===== config.mk =====
export PLATFORM = sky130hd
export DESIGN_NAME = stoch_im2col_scheduler
export DESIGN_NICKNAME = d
export VERILOG_FILES = /design/src/rtl/stoch_im2col_pkg.sv /design/src/rtl/stoch_wrap_counter.sv /design/src/rtl/stoch_im2col_scheduler.sv
export SDC_FILE = /design/constraint.sdc
export NUM_CORES = 1
export LEC_CHECK = 0
export CORE_MARGIN = 2
export CORE_UTILIZATION = 45
export DETAILED_ROUTE_END_ITERATION = 8
export PLACE_DENSITY = 0.69
export SYNTH_ARGS = -nofsm -noshare
export SYNTH_HDL_FRONTEND = slang
export SYNTH_SLANG_ARGS = --single-unit

===== constraint.sdc =====
create_clock -name CLK -period 2.2 [get_ports CLK]
set_clock_uncertainty 0.05 [all_clocks]
set_input_delay 0.44 -clock CLK [delete_from_list [all_inputs] [get_ports CLK]]
set_output_delay 0.44 -clock CLK [all_outputs]
set_load 0.01 [all_outputs]

===== src/rtl/stoch_im2col_pkg.sv =====
// Shared definitions for the stochastic im2col scheduler and im2col instances.
//   state_t  : sweep FSM state encoding
//   out_dim  : convolution output dimension for one axis
//   idx_w    : index width for a range of n values (minimum 1 bit)
package stoch_im2col_pkg;

  typedef enum logic [1:0] {
    ST_IDLE = 2'd0,
    ST_RUN  = 2'd1,
    ST_DONE = 2'd2
  } state_t;

  function automatic int unsigned out_dim(input int unsigned im,
                                          input int unsigned pad,
                                          input int unsigned k,
                                          input int unsigned stride);
    return (im + 2 * pad - k) / stride + 1;
  endfunction

  function automatic int unsigned idx_w(input int unsigned n);
    return (n > 1) ? $clog2(n) : 1;
  endfunction

endpackage


===== src/rtl/stoch_wrap_counter.sv =====
// Modulo counter with registered position flags.
//   clk, rst : clock, synchronous active-high reset
//   clr      : force count to zero (higher priority than en)
//   en       : advance by one, wrapping at MODULUS-1
//   count    : current value
//   first    : count == 0 (registered)
//   last     : count == MODULUS-1 (registered)
//   wrap     : en & last, i.e. this cycle wraps back to zero
module stoch_wrap_counter
  import stoch_im2col_pkg::*;
#(
  parameter int unsigned MODULUS = 4,
  parameter int unsigned WIDTH   = idx_w(MODULUS)
) (
  input  logic             clk,
  input  logic             rst,
  input  logic             clr,
  input  logic             en,
  output logic [WIDTH-1:0] count,
  output logic             first,
  output logic             last,
  output logic             wrap
);

  localparam logic [WIDTH-1:0] MAXV = WIDTH'(MODULUS - 1);

  logic [WIDTH-1:0] nxt;

  always_comb begin
    nxt = count;
    if (clr)
      nxt = '0;
    else if (en)
      nxt = last ? '0 : count + 1'b1;
  end

  assign wrap = en & last;

  // Flags track the next value so they stay aligned with count without decode.
  always_ff @(posedge clk) begin
    if (rst) begin
      count <= '0;
      first <= 1'b1;
      last  <= (MAXV == '0);
    end else begin
      count <= nxt;
      first <= (nxt == '0);
      last  <= (nxt == MAXV);
    end
  end

endmodule


===== src/rtl/stoch_im2col_scheduler.sv =====
// Sweeps every im2col patch of a padded/strided convolution, emitting
// NUM_SAMPLES stochastic bitstream beats per patch under valid/ready.
//   CLK, RST      : clock, synchronous active-high reset
//   start, abort  : begin sweep (IDLE only) / return to IDLE immediately
//   out_valid/out_ready : beat handshake
//   patch_idx     : orow*OUT_W+ocol
//   base_h/base_w : signed top-left input coordinate of the patch
//   sample_idx    : beat within the patch
//   first_sample, last_sample, last_patch : beat markers
//   busy, done    : in RUN / one-cycle completion pulse
module stoch_im2col_scheduler
  import stoch_im2col_pkg::*;
#(
  parameter int unsigned IM_HEIGHT   = 12,
  parameter int unsigned IM_WIDTH    = 12,
  parameter int unsigned KERNEL_H    = 3,
  parameter int unsigned KERNEL_W    = 3,
  parameter int unsigned PAD_H       = 2,
  parameter int unsigned PAD_W       = 2,
  parameter int unsigned STRIDE_H    = 1,
  parameter int unsigned STRIDE_W    = 1,
  parameter int unsigned NUM_SAMPLES = 256,
  localparam int unsigned OUT_H       = out_dim(IM_HEIGHT, PAD_H, KERNEL_H, STRIDE_H),
  localparam int unsigned OUT_W       = out_dim(IM_WIDTH, PAD_W, KERNEL_W, STRIDE_W),
  localparam int unsigned NUM_PATCHES = OUT_H * OUT_W,
  localparam int unsigned PW          = idx_w(NUM_PATCHES),
  localparam int unsigned SW          = idx_w(NUM_SAMPLES),
  localparam int unsigned BHW = $clog2(((IM_HEIGHT > PAD_H) ? IM_HEIGHT : PAD_H) + 1) + 1,
  localparam int unsigned BWW = $clog2(((IM_WIDTH > PAD_W) ? IM_WIDTH : PAD_W) + 1) + 1
) (
  input  logic                  CLK,
  input  logic                  RST,
  input  logic                  start,
  input  logic                  abort,
  output logic                  out_valid,
  input  logic                  out_ready,
  output logic [PW-1:0]         patch_idx,
  output logic signed [BHW-1:0] base_h,
  output logic signed [BWW-1:0] base_w,
  output logic [SW-1:0]         sample_idx,
  output logic                  first_sample,
  output logic                  last_sample,
  output logic                  last_patch,
  output logic                  busy,
  output logic                  done
);

  localparam int PAD_H_S = PAD_H;
  localparam int PAD_W_S = PAD_W;
  localparam logic signed [BHW-1:0] INIT_H = BHW'(-PAD_H_S);
  localparam logic signed [BWW-1:0] INIT_W = BWW'(-PAD_W_S);
  localparam logic signed [BHW-1:0] STEP_H = BHW'(STRIDE_H);
  localparam logic signed [BWW-1:0] STEP_W = BWW'(STRIDE_W);

  state_t state;
  logic   valid_q;
  logic   beat;
  logic   cnt_clr;
  logic   s_first, s_last, s_wrap;
  logic   c_first, c_last, c_wrap;
  logic   r_first, r_last, r_wrap;
  logic   p_first, p_last, p_wrap;
  logic [idx_w(OUT_W)-1:0] c_cnt;
  logic [idx_w(OUT_H)-1:0] r_cnt;
  logic   unused_cnt;

  assign beat    = valid_q & out_ready;
  // Counters sit at zero outside RUN, so a new sweep always starts from origin.
  assign cnt_clr = abort | (state != ST_RUN);

  stoch_wrap_counter #(.MODULUS(NUM_SAMPLES)) u_sample (
    .clk(CLK), .rst(RST), .clr(cnt_clr), .en(beat),
    .count(sample_idx), .first(s_first), .last(s_last), .wrap(s_wrap));

  stoch_wrap_counter #(.MODULUS(OUT_W)) u_col (
    .clk(CLK), .rst(RST), .clr(cnt_clr), .en(s_wrap),
    .count(c_cnt), .first(c_first), .last(c_last), .wrap(c_wrap));

  stoch_wrap_counter #(.MODULUS(OUT_H)) u_row (
    .clk(CLK), .rst(RST), .clr(cnt_clr), .en(c_wrap),
    .count(r_cnt), .first(r_first), .last(r_last), .wrap(r_wrap));

  stoch_wrap_counter #(.MODULUS(NUM_PATCHES)) u_patch (
    .clk(CLK), .rst(RST), .clr(cnt_clr), .en(s_wrap),
    .count(patch_idx), .first(p_first), .last(p_last), .wrap(p_wrap));

  assign unused_cnt = ^{c_cnt, r_cnt, c_first, r_first, p_first, r_wrap, p_wrap};

  always_ff @(posedge CLK) begin
    if (RST || abort) begin
      state   <= ST_IDLE;
      valid_q <= 1'b0;
      busy    <= 1'b0;
      done    <= 1'b0;
      base_h  <= '0;
      base_w  <= '0;
    end else begin
      case (state)
        ST_IDLE: begin
          done <= 1'b0;
          if (start) begin
            state   <= ST_RUN;
            valid_q <= 1'b1;
            busy    <= 1'b1;
            base_h  <= INIT_H;
            base_w  <= INIT_W;
          end
        end
        ST_RUN: begin
          if (s_wrap) begin
            if (c_last && r_last) begin
              state   <= ST_DONE;
              valid_q <= 1'b0;
              busy    <= 1'b0;
              done    <= 1'b1;
              base_h  <= '0;
              base_w  <= '0;
            end else if (c_last) begin
              base_w <= INIT_W;
              base_h <= base_h + STEP_H;
            end else begin
              base_w <= base_w + STEP_W;
            end
          end
        end
        ST_DONE: begin
          state <= ST_IDLE;
          done  <= 1'b0;
        end
        default: state <= ST_IDLE;
      endcase
    end
  end

  assign out_valid    = valid_q;
  assign first_sample = valid_q & s_first;
  assign last_sample  = valid_q & s_last;
  assign last_patch   = valid_q & p_last;

endmodule

Word-level counts from Yosys, hierarchy flattened --
Cells that the tools add are included.
Storage, ports and cells: input port bits 5, logic and storage cells 82, bits in registers 43
Operators by class: equality and inequality tests 11, multiplexer cells 32, bitwise operators 7, reductions and logical operators 12, $add $sub $neg 6
Operators with widths (count):
- two-way mux 8 bit | 6
- two-way mux 5 bit | 7
- two-way mux 4 bit | 6
- one-hot mux 5 bit (2 select lines) | 2
- adder 8 x 1 -> 8 bit, second input constant | 2
- == test 8 bit, second input constant | 2
- adder 5 x 2 -> 5 bit, second input constant | 2
- AND reduction 3 bit | 3
- adder 4 x 1 -> 4 bit, second input constant | 2
- == test 4 bit, second input constant | 2
- zero test 8 bit | 1
- AND reduction 4 bit | 2
- bitwise AND 1 bit | 6
- two-way mux 2 bit | 3
- two-way mux 1 bit | 5
- inequality test 2 x 1 -> 1 bit, second input constant | 2
- inequality test 2 bit, second input constant | 2
- one-hot mux 1 bit (2 select lines) | 2
- one-hot mux 2 bit (2 select lines) | 1
- nonzero test 2 bit | 2
- inequality test 3 x 2 -> 1 bit, second input constant | 1
- == test 2 x 1 -> 1 bit, second input constant | 1
- == test 2 bit, second input constant | 1
- zero test 2 bit | 1
- 4 further kinds | 4

Longest topological paths before layout --
Gate-level depths: netlist of run 1.
word-level depth 6, depth in mapped cells 7, mapped depth without buffers 6

Modules after synthesis --
A second synthesis of run 1 with hierarchy kept.
Second synthesis, totals: cells, all modules 293, area, all modules 2628.8 µm²
By module, submodules not included:
- stoch_im2col_scheduler | area each 778.2 µm², times used 1, cells an instance 85, seq. area each 280.3 µm²
- stoch_wrap_counter (u_sample) | area each 665.6 µm², times used 1, cells an instance 77, seq. area each 200.2 µm²
- stoch_wrap_counter (u_col ...) | area each 324.1 µm², times used 2, cells an instance 34, seq. area each 120.1 µm²
- stoch_wrap_counter (u_patch) | area each 536.8 µm², times used 1, cells an instance 63, seq. area each 200.2 µm²

Worst setup path after synthesis of run 1 --
Ideal clock, no wire load.
path kind register to register, start point register valid_q (netlist: out_valid), end point register u_sample.last, arrival 1.688 ns, path slack 0.359 ns, period minus slack after synthesis 1.841 ns, buffers on the path 1, stages on the path, launching flop included 7, library setup time 0.103 ns, cell sequence dfxtp_1 > buf_6 > nand2_1 > nor3b_1 > a21oi_1 > or4_1 > a2111oi_2
On the way: word-level cells in the longest chain between the ends 4
RTL lines:
- from (decl) | RTL line stoch_im2col_scheduler.sv:56 | logic valid_q;
- from (signal assigned) | RTL line stoch_im2col_scheduler.sv:92 | valid_q <= 1'b0;
- from (signal assigned) | RTL line stoch_im2col_scheduler.sv:103 | valid_q <= 1'b1;
- from (signal assigned) | RTL line stoch_im2col_scheduler.sv:113 | valid_q <= 1'b0;
- bitwise AND 1 bit | RTL line stoch_im2col_scheduler.sv:67 | assign beat = valid_q & out_ready;
- two-way mux 8 bit | RTL line stoch_wrap_counter.sv:33 | else if (en)
- two-way mux 8 bit | RTL line stoch_wrap_counter.sv:31 | if (clr)
- == test 8 bit | RTL line stoch_wrap_counter.sv:48 | last <= (nxt == MAXV);
- to (signal assigned) | RTL line stoch_wrap_counter.sv:44 | last <= (MAXV == '0);
- to (signal assigned) | RTL line stoch_wrap_counter.sv:48
- to (decl) | RTL line stoch_wrap_counter.sv:21 | output logic last,
No other way between the ends. A chain may end at the register's enable or synchronous reset.

Worst setup path after layout of run 1 --
start point register valid_q (netlist: out_valid), end point output last_patch
On the way: word-level cells in the longest chain between the ends 1
RTL lines:
- bitwise AND 1 bit | RTL line stoch_im2col_scheduler.sv:138 | assign last_patch = valid_q & p_last;
- to (decl) | RTL line stoch_im2col_scheduler.sv:43 | output logic last_patch,
No other way between the ends.

==> results_dict.tcl, run 1 <==
set metrics [dict create \
    core_sq_um 4790 \
    synth_area_leader_cell "dfxtp_1" \
    placed_area_sq_um 2820 \
    drc 0 \
    setup_tns_ns 0 \
    viasPerCell 5.34 \
    crit_required_ns 1.71 \
    rsz0062_at_grt "false" \
    synth_warnings 0 \
    finalHoldViolCount 0 \
    io_buffer_count 36 \
    synth_top_area_share_pct 38.1 \
    io_pins 37 \
    clk_pin_slew_ns 0.09 \
    setup_slack_ns 0.124 \
    cts_setup_buffers 0 \
    hold-worst-slack_ns 0.447 \
    fin_area_sq_um 2940 \
    synthesis.nets 282 \
    fin_cells 393 \
    synth_common_cells "dfxtp_1 (43), nand2_1 (30), nor2_1 (29), a21oi_1 (22), nand3_1 (11)" \
    dp_worst_setup_slack_ns -0.270 \
    antenna_found_initial 0 \
    synth_seq_cells 43 \
    hold_path_class "flip-flop to flip-flop" \
    synth_area_leaders "dfxtp_1 (38%), nand2_1 (5.0%), a21oi_1 (4.9%)" \
    yosys.cell_count.top_type "dfxtp_1" \
    cts_tree "yes" \
    max-cap-violations 0 \
    post_cts_resized 2 \
    grt_max_degree 14 \
    dp_cells 385 \
    nets 336 \
    hpwl_microns 3660 \
    max_freq_mhz 482 \
    async_flop_share_pct 0 \
    startpoint_type "flip-flop" \
    path_cells "buf_4 -> and2_1 -> clkdlybuf4s50_1" \
    peakVddDrop_v 0.000382 \
    die_area_sq_um 5600 \
    layout-area-overhead-vs-synth_pct 30.0 \
    slew_viol_final 0 \
    worst_setup_path_end_kind "output pin" \
    cts_buffers 5 \
    path_max_fanout 10 \
    hold_end "base_h[4]" \
    synth_area_sq_um 2260 \
    r2r_cells 5 \
    chipHeight_microns 74.9 \
    grt_use_total_pct 19.5 \
    grt_pass1_vias 1921 \
    htree_levels 2 \
    clk_latency_ns 0.30 \
    cts.path.max_buffers 2 \
    status "complete, no violations" \
    hold_buffers 0 \
    critPathSlowestCell "clkdlybuf4s50_1" \
    p_total_mw 1.54 \
    grt_pass1_wl_microns 8600 \
    post-route-util_pct 61.4 \
    cp_data_arrival_time_ns 1.59 \
    relSlewSlack_pct 73.7 \
    grt-ovfl-total 0 \
    holdPathStages 2 \
    worst-setup-path-type "flip-flop to output pin" \
    drt_iter0_drc 119 \
    min-delay-start "base_h[4]" \
    synth-main-ff-cell "dfxtp_1" \
    ys_types 47 \
    r2r_setup_slack_ns 0.20 \
    timing.rr.end "u_sample.last" \
    power_density_nw_per_um2 525 \
    worstMarginPinSlew_ns 0.393 \
    wl_per_cell_microns 12.8 \
    wirelength_microns 5030 \
    syn_inst 271 \
    die_w_microns 74.9 \
    syn-mean-instance-area_sq_um 8.34 \
    cts_sinks 43 \
    min_period_ns 2.08 \
    fin_crit_sh_pct 94.4 \
    place_congestion 0.838 \
    synth-edff-count 0 \
    final_layout_size_suffix_gt1_share_pct 13.2 \
    cts-root-buf "clkbuf_8" \
    first_pass_iters 4 \
    ant_nets 0 \
    antenna_cells 0 \
    vias 2097 \
    rows 25 \
    setup_viol 0 \
    ys_seq_area_share_pct 38.1 \
    rr_startpoint "u_sample.count[0]" \
    max_stage_delay_ns 0.54 \
    leakage_nw 1.09 \
    start_util_pct 47.2 \
]
power by group:
group	leakage, nW	internal [mW]	switching [mW]
Clock	0.0612	0.367	0.270
Sequential	0.348	0.788	0.0146
Combinational	0.681	0.0545	0.0459
cell usage in the layout, fill, tap and decap left out, drive strengths merged, types with 2 or more instances in the layout:
cell type / Yosys / layout
dfxtp: 43 / 43
clkdlybuf4s50: 0 / 35
nand2: 30 / 30
nor2: 30 / 30
buf: 3 / 25
a21oi: 22 / 22
nand3: 12 / 12
nor3: 10 / 10
xor2: 9 / 9
o21ai: 9 / 9
nor2b: 8 / 8
xnor2: 7 / 7
nand4: 7 / 7
nand3b: 6 / 6
a211oi: 6 / 6
ha: 6 / 6
clkbuf: 11 / 6
and2: 5 / 5
nor3b: 5 / 5
nand2b: 5 / 5
and3: 3 / 3
or3: 3 / 3
a21o: 3 / 3
o21bai: 3 / 3
nor4: 3 / 3
o22ai: 2 / 2
a41o: 2 / 2
mux2i: 2 / 2
a21bo: 2 / 2
or4: 2 / 2
a31oi: 2 / 2
layer usage:
metal | vias to the layer above | track usage, % | part of all wire [%]
met5 | - | 0 | 0
met4 | 0 | 6.94 | 0.94
met3 | 4 | 3.21 | 3.8
met2 | 48 | 31.8 | 47
met1 | 966 | 26.2 | 48
li1 | 1079 | - | -
flip-flops by register name (all words and copies together) (netlist names):
signal,flops
base_h,5
base_w,5
done,1
out_valid,1
state,2
u_col.count,4
u_col.last,1
u_patch.count,8
u_patch.last,1
u_row.count,4
u_row.last,1
u_sample.count,8
u_sample.first,1
u_sample.last,1
logic make-up (layout without fill, tap and decap cells):
family,after synthesis,in the layout,synth area share (%)
adders and majority gates,6,6,3.32
AOI/OAI and AO/OA,56,56,15.8
DFF,43,43,38.1
xor gates and xnor gates,16,16,6.20
and+or+nand+nor,134,134,32.4
buffers and inverters,14,69,3.21
muxes,2,2,0.886
final cells by class:
type / count / area, sq um
tap: 67 / 83.8
clock inverter: 2 / 35.0
sequential: 43 / 862
clock buffer: 6 / 82.6
multi-input combinational: 214 / 1330
fill: 439 / 1850
timing repair buffer: 61 / 547
worst max-delay path by stage:
stage                                 start            end  slack [ns]  cells after the start
after floorplan                   out_valid  u_sample.last        0.36                      6
after global placement            out_ready  u_sample.last       -0.18                      6
after detailed placement          out_ready  u_sample.last       -0.27                      6
after CTS                         out_valid     last_patch         0.1                      3
after global routing      u_sample.count[0]  u_sample.last        0.06                      5
final                             out_valid     last_patch        0.12                      3
worst max-delay path: cells and delay by family (launching register included):
| family | cells | cell delay [ns] |
|---|---|---|
| buf+inv | 2 | 0.71 |
| flops | 1 | 0.44 |
| simple gates | 1 | 0.14 |
(Power assumes the default switching activity.)
==> run 2, diff against run 1 <==
--- a/config.mk
+++ b/config.mk
@@ -7,7 +7,10 @@
 export LEC_CHECK = 0
 export CORE_MARGIN = 2
 export CORE_UTILIZATION = 45
+export CTS_CLUSTER_SIZE = 40
 export DETAILED_ROUTE_END_ITERATION = 8
+export HOLD_SLACK_MARGIN = 0.05
+export MAX_ROUTING_LAYER = met4
 export PLACE_DENSITY = 0.69
 export SYNTH_ARGS = -nofsm -noshare
 export SYNTH_HDL_FRONTEND = slang
==> results of run 2 <==
No change in the layout: final DEF, timing and power equal those of run 1.
Among the figures that moved: final weighted congestion in routability-driven placement 0.838 -> 0.851; overall routing resource usage 19.5% -> 20.1%
==> run 3, diff against run 2 <==
--- a/config.mk
+++ b/config.mk
@@ -7,6 +7,7 @@
 export LEC_CHECK = 0
 export CORE_MARGIN = 2
 export CORE_UTILIZATION = 45
+export CTS_BUF_LIST = sky130_fd_sc_hd__clkbuf_8
 export CTS_CLUSTER_SIZE = 40
 export DETAILED_ROUTE_END_ITERATION = 8
 export HOLD_SLACK_MARGIN = 0.05
==> results of run 3 <==
No change in the layout: final DEF, timing and power equal those of run 1.
Among the figures that moved: final weighted congestion in routability-driven placement 0.838 -> 0.851; overall routing resource usage 19.5% -> 20.1%
